[src/rtl/datapath_seq.sv]
// rtl/datapath_seq.sv - sequenced register-file datapath with shifter, ALU and status flags
// One operation runs IDLE -> LOADA -> LOADB -> EXEC -> WB, and each stage uses only the latched instruction.
module datapath_seq #(
   parameter int W    = 16,
   parameter int NREG = 8,
   parameter int AW   = $clog2(NREG)
) (
   input  logic          clk,
   input  logic          reset_n,
   input  logic          start,
   input  logic [2:0]    op,
   input  logic [AW-1:0] rd,
   input  logic [AW-1:0] rn,
   input  logic [AW-1:0] rm,
   input  logic [1:0]    shift,
   input  logic [W-1:0]  imm,
   output logic          busy,
   output logic          done,
   output logic [W-1:0]  datapath_out,
   output logic [2:0]    status,
   input  logic [AW-1:0] dbg_num,
   output logic [W-1:0]  dbg_data
);

   typedef enum logic [2:0] {S_IDLE, S_LOADA, S_LOADB, S_EXEC, S_WB} state_t;

   localparam logic [2:0] OP_MOVI = 3'b000;
   localparam logic [2:0] OP_MOV  = 3'b001;
   localparam logic [2:0] OP_ADD  = 3'b010;
   localparam logic [2:0] OP_CMP  = 3'b011;
   localparam logic [2:0] OP_AND  = 3'b100;
   localparam logic [2:0] OP_MVN  = 3'b101;

   state_t          state, state_nxt;
   logic [W-1:0]    rf [NREG];
   logic [2:0]      ir_op;
   logic [AW-1:0]   ir_rd, ir_rn, ir_rm;
   logic [1:0]      ir_shift;
   logic [W-1:0]    ir_imm;
   logic [W-1:0]    a, b, c;
   logic [2:0]      st;
   logic [W-1:0]    bs, diff;
   logic            ovf, wr_en;

   always_ff @(posedge clk or negedge reset_n) begin
      if (!reset_n) state <= S_IDLE;
      else          state <= state_nxt;
   end

   always_comb begin
      state_nxt = state;
      busy      = 1'b1;
      done      = 1'b0;
      case (state)
         S_IDLE: begin
            busy = 1'b0;
            if (start) state_nxt = S_LOADA;
         end
         S_LOADA: state_nxt = S_LOADB;
         S_LOADB: state_nxt = S_EXEC;
         S_EXEC:  state_nxt = S_WB;
         S_WB: begin
            done      = 1'b1;
            state_nxt = S_IDLE;
         end
         default: state_nxt = S_IDLE;
      endcase
   end

   always_comb begin
      case (ir_shift)
         2'b01:   bs = {b[W-2:0], 1'b0};
         2'b10:   bs = {1'b0, b[W-1:1]};
         2'b11:   bs = {b[W-1], b[W-1:1]};
         default: bs = b;
      endcase
   end

   assign diff  = a - bs;
   assign ovf   = (a[W-1] != bs[W-1]) && (diff[W-1] != a[W-1]);
   assign wr_en = (ir_op == OP_MOVI) || (ir_op == OP_MOV) || (ir_op == OP_ADD) ||
                  (ir_op == OP_AND)  || (ir_op == OP_MVN);

   always_ff @(posedge clk or negedge reset_n) begin
      if (!reset_n) begin
         ir_op    <= '0;
         ir_rd    <= '0;
         ir_rn    <= '0;
         ir_rm    <= '0;
         ir_shift <= '0;
         ir_imm   <= '0;
         a        <= '0;
         b        <= '0;
         c        <= '0;
         st       <= '0;
         for (int i = 0; i < NREG; i++) rf[i] <= '0;
      end else begin
         case (state)
            S_IDLE: begin
               if (start) begin
                  ir_op    <= op;
                  ir_rd    <= rd;
                  ir_rn    <= rn;
                  ir_rm    <= rm;
                  ir_shift <= shift;
                  ir_imm   <= imm;
               end
            end
            S_LOADA: a <= rf[ir_rn];
            S_LOADB: b <= rf[ir_rm];
            S_EXEC: begin
               case (ir_op)
                  OP_MOVI: c  <= ir_imm;
                  OP_MOV:  c  <= bs;
                  OP_ADD:  c  <= a + bs;
                  OP_CMP:  st <= {ovf, diff[W-1], (diff == '0)};
                  OP_AND:  c  <= a & bs;
                  OP_MVN:  c  <= ~bs;
                  default: ;
               endcase
            end
            S_WB: begin
               if (wr_en) rf[ir_rd] <= c;
            end
            default: ;
         endcase
      end
   end

   assign datapath_out = c;
   assign status       = st;
   assign dbg_data     = rf[dbg_num];

endmodule

[config.mk]
export PLATFORM = sky130hd
export DESIGN_NAME = datapath_seq
export DESIGN_NICKNAME = d
export VERILOG_FILES = /design/src/rtl/datapath_seq.sv
export SDC_FILE = /design/constraint.sdc
export NUM_CORES = 1
export LEC_CHECK = 0
export ABC_AREA = 1
export BUFFER_PORTS_ARGS = -buffer_cell sky130_fd_sc_hd__buf_2
export CORE_MARGIN = 8
export CORE_UTILIZATION = 45
export DETAILED_ROUTE_END_ITERATION = 12
export GPL_ROUTABILITY_DRIVEN = 0
export PLACE_DENSITY = 0.59
export REMOVE_ABC_BUFFERS = 1
export SLEW_MARGIN = 20
export SYNTH_ARGS = -nofsm -noshare
export SYNTH_HDL_FRONTEND = slang
export SYNTH_SLANG_ARGS = --single-unit
[constraint.sdc]
create_clock -name clk -period 2.8 [get_ports clk]
set_clock_uncertainty 0.05 [all_clocks]
set_input_delay 0.14 -clock clk [delete_from_list [all_inputs] [get_ports clk]]
set_output_delay 0.14 -clock clk [all_outputs]
set_load 0.005 [all_outputs]
Word-level counts from Yosys, hierarchy flattened
Index checks and enable logic that the tools add are counted. Widths: inputs -> output; s select.

Reduce and logical (&&, ||, !) cells: 14. Eq/ne operators: 15. Multiplexer cells: 18. Bitwise operators: 6. Add/sub/neg operators: 2. Order comparisons: 5.

Operators with widths (number): $bmux 16 s3 (3); $bwmux 128 (1); $mux 16 (7); $pmux 16 s5 (1); $demux 16 s3 (1); $pmux 16 s3 (1); $add 16x16->16 (1); $and 16x16->16 (1); $ge 4x4->1 const B (4); $logic_not 16->1 (1); $not 16->16 (1); $not 3->4 (4); $sub 16x16->16 (1); $eq 3x2->1 const B (4); $pmux 3 s4 (1); $eq 3x3->1 const B (3); $reduce_and 2->1 (4); $eq 3x1->1 const B (2); $logic_not 3->1 (2); $reduce_bool 5->1 (1); $eq 2x2->1 const B (2); $logic_or 1x1->1 (4); $lt 4x1->1 const B (1); $mux 3 (1); other kinds (5) (8).

Logic and storage cells: 79. Register bits: 212. Output and inout bits: 37. Input port bits: 36.

Depth between registers and ports, before layout
Depth in word-level cells: 6. Mapped depth: 21. Gate-level depth less buffers: 20.

Worst setup path before layout
No wires, ideal clock.

Path type: register -> register. Start: register ir_shift[1]. End: register st[0] (netlist: status[0]). Slack: 0.300 ns. Stages on the path, launching flop included: 19. Setup time: 0.117 ns. Clock period less this slack: 2.500 ns. Data required time: 2.633 ns. Arrival time: 2.332 ns. Path buffers: 3. Cell sequence: dfrtp_1 buf_6 inv_4 buf_4 o221ai_1 inv_1 ha_1 buf_2 nor2_1 and2_1 nand2_1 nand2_1 nand3_1 nand2_1 nand2_1 nand2_1 nor2_1 nand3_1 nand2_1.

Word-level cells in the longest chain between the ends: 4. Elaborated cells between the ends (all ways): 6. Classes of those cells: add/sub (1); eq/ne (3); mux (1); reduce/logical (1).

Ends and longest elaborated chain: from (decl) (line 38) `logic [1:0] ir_shift;`; from (signal assigned) (line 105) `ir_shift <= shift;`; $eq 2x2->1 or $eq 2x1->1 (tied branches) (line 71) `case (ir_shift)`; $pmux 16 s3 (*) (line 71); $sub 16x16->16 (*) (line 79) `assign diff = a - bs;`; $logic_not 16->1 (*) (line 116) `OP_CMP: st <= {ovf, diff[W-1], (diff == '0)};`; to (signal assigned) (line 116); to (decl) (line 41) `logic [2:0] st;`.

Every way passes the cells marked *; elsewhere a longest branch is shown, timed or not. A chain may end at the register's enable or synchronous reset.

Worst setup path after layout
Start: register ir_shift[0]. End: register st[0] (netlist: status[0]).

The elaborated chain is that of the path after synthesis.

==> out/summary.txt <==
status: complete, no violations
Primary FF master, synth: dfrtp_1
reg2reg setup slack: 0.18 ns
critical path arrival: 3.00 ns
syn avg cell area: 7.220 um^2
critical-path cell list: inv_4 > nor2_4 > nand2_1 > o211ai_2 > inv_1 > ha_2 > nor2_4 > and2_1 > nand2_1 > nand2_1 > nand3_1 > nand2_2 > nand2_1 > nand2_1 > nor2_1 > nand3_1 > nand2_1
Slew HR: 53.41%
placed inst area: 14500 um^2
CTS Root Cell: clkbuf_16
post-route ant nets: 0
CTS Sinks: 212
Max rail drop VDD: 0.0005134 V
DR vias/cell: 5.723
count of cell types in the netlist: 44
Post-DP HPWL: 31000 um
Final Setup Violations: 0
Final Cycle Share: 93.68%
first-pass GRT wire length: 72870 um
final instance area: 15960 um^2
hold_ws: 0.08779 ns
proportion of layout cells with a drive suffix above 1: 13.61%
cell taking the most area after synthesis: dfrtp_1
cts bufs inserted: 25
Area growth, synth to finish: 17.02%
TritonRoute pass-1 iters: 5
min Tclk post-route: 2.623 ns
H-tree levels: 1
top post-synthesis cells by count: nand2_1, o21ai_0, dfrtp_1, inv_1, a21oi_1
Post-Synthesis Cells: 1889
Crit Path Class: flop to flop
Initial Utilization: 45.90%
initial antenna violation count: 0
GR Overflow Total: 0
area occupied by multi-input gates: 7276 um^2
max_cap viols: 0
core area: 29720 um^2
Post-synth EDFFs: 0
vias: 13547
Synth Register Bits: 212
Hold Fails Final Rpt: 0
CP Max Fanout: 7
CP max stage delay: 0.45 ns
DIE AREA: 36140 um^2
Crit. End Element: flop
row cnt: 63
WL/cell: 19.55 um
Iter 0 DRT Violations: 1400
most frequent cell after synthesis: nand2_1
Cell Count, Final, Fillers Out: 2367
slowest CP cell: dfrtp_2
Tightest Hold Check Type: primary input to async pin
vias in the first global route: 12696
Ys Warns: 0
DRC: 0
PwrDens: 1256 nW/um^2
Yosys top cell area share: 38.90%
register area: 5315 um^2
Placed Cells: 2285
Clock transition at path regs: 0.07 ns
crit start category: flop
buffers added on ports: 72
CTS tree: yes
Skew-Pair Late Insertion Delay: 0.55 ns
Die Y: 190.1 um
Highest Clock Rate: 381.2 MHz
RSZ-0062 raised after global routing: true
die width: 190.1 um
largest net degree at the start of global routing: 116
leak pwr: 7.298 nW
drt total wl: 46270 um
# diodes: 0
largest cells by area after synthesis: dfrtp_1, nand2_1, o21ai_0, a21oi_1, inv_1
# fillers: 2883
nets@finish: 2033
io pins: 73
max-slew violations: 0
Cell Area, Synth: 13640 um^2
Most common cell on crit path: nand2_1
GRT Resource Usage Total: 25.28%
Slew @ Worst Pin: 0.6981 ns
sequential area share after synthesis: 38.90%
asr flop ratio synth: 100.0%
CP Data Required Time: 3.18 ns
CTS max path bufs: 3
==> flip-flops by register name, indices dropped and copies added, names as in the netlist, 16 cells and up <==
| name | count |
|---|---|
| ir_imm | 16 |
| a | 16 |
| datapath_out | 16 |
| b | 16 |
| rf | 128 |
==> critical path, delay by kind of cell, from the launching register on <==
family,cells,cell delay [ns]
adders and majority gates,1,0.37
AOI/OAI and AO/OA,1,0.13
and+or+nand+nor,13,1.32
buffers and inverters,2,0.18
DFF,1,0.45
==> metal layers <==
metal / global-route usage (%) / part of all wire (%) / up-vias
met5: 0 / 0 / -
met4: 8.509 / 3.6 / 0
met3: 3.607 / 7.2 / 84
met2: 39.33 / 44 / 514
met1: 35.62 / 45 / 6431
li1: - / - / 6518
==> worst paths after layout <==
path                                    startpoint                    end  cells after the start
min in group clk                             rn[1]   ir_rn[1]$_DFFE_PN0P_                      3
max in group asynchronous                  reset_n     rf[70]$_DFFE_PN0P_                      3
max reg2reg                ir_shift[0]$_DFFE_PN0P_  status[0]$_DFFE_PN0P_                     17
max                        ir_shift[0]$_DFFE_PN0P_  status[0]$_DFFE_PN0P_                     17
min                                        reset_n     rf[90]$_DFFE_PN0P_                      2
min reg2reg                  status[0]$_DFFE_PN0P_  status[0]$_DFFE_PN0P_                      2
==> timing repair <==
action                                  in CTS  in global routing
resized for setup                            2                 49
hold buffers                                32                  0
pin swaps                                    0                  6
endpoints found under the hold margin      185                  0
endpoints found under the setup margin       2                 16
buffers inserted                             0                  4
==> cells in the final DEF (no fill, tap or decap), drive strengths merged, types with 31 or more instances in the layout <==
cell,netlist,layout
inv,193,195
ha,37,37
clkbuf,47,31
nand2,400,400
nor2,137,137
dlygate4sd3,0,32
a21oi,149,149
dfrtp,212,212
o21ai,362,362
o211ai,86,86
nand3,109,109
buf,71,128
==> cell type report <==
cell class	count	area share, %
repair buffers	160	7.785
flip-flops and latches	212	33.30
clock inverters	15	1.411
multi-input cells	1365	45.59
inverters	194	4.610
well taps	390	3.057
clock buffers	31	4.249
==> logic make-up (layout without fill, tap and decap cells) <==
logic type               count (synthesis)  after routing  share of synthesized area [%]
AO/OA/AOI/OAI                          647            647                          26.57
adder cells (fa/ha/maj)                 39             39                          3.688
multiplexers                            12             12                         0.9907
flip-flops                             212            212                          38.90
buffers and inverters                  312            400                          9.265
AND/OR/NAND/NOR                        666            666                          20.53
XOR/XNOR                                 1              1                        0.06423
==> report_power, final <==
| group | leakage (nW) | switching [W] | internal (W) |
|---|---|---|---|
| combinational | 4.06 | 0.00717 | 0.00402 |
| clock | 0.446 | 0.00140 | 0.00220 |
| sequential | 2.79 | 0.00120 | 0.00407 |
==> metrics by stage <==
stage               util, %   TNS [ns]  power (W)  worst slack [ns]
finish                53.71          0    0.02005            0.1769
global route          53.71   -0.09143    0.02167          -0.04929
CTS                   52.92          0    0.01944          0.002166
detailed placement    48.78  -0.004356    0.01570         -0.004356
global placement      48.78          0    0.01560           0.03112
floorplan                 -     -6.330    0.01195           -0.2895
(Power assumes the default switching activity.)
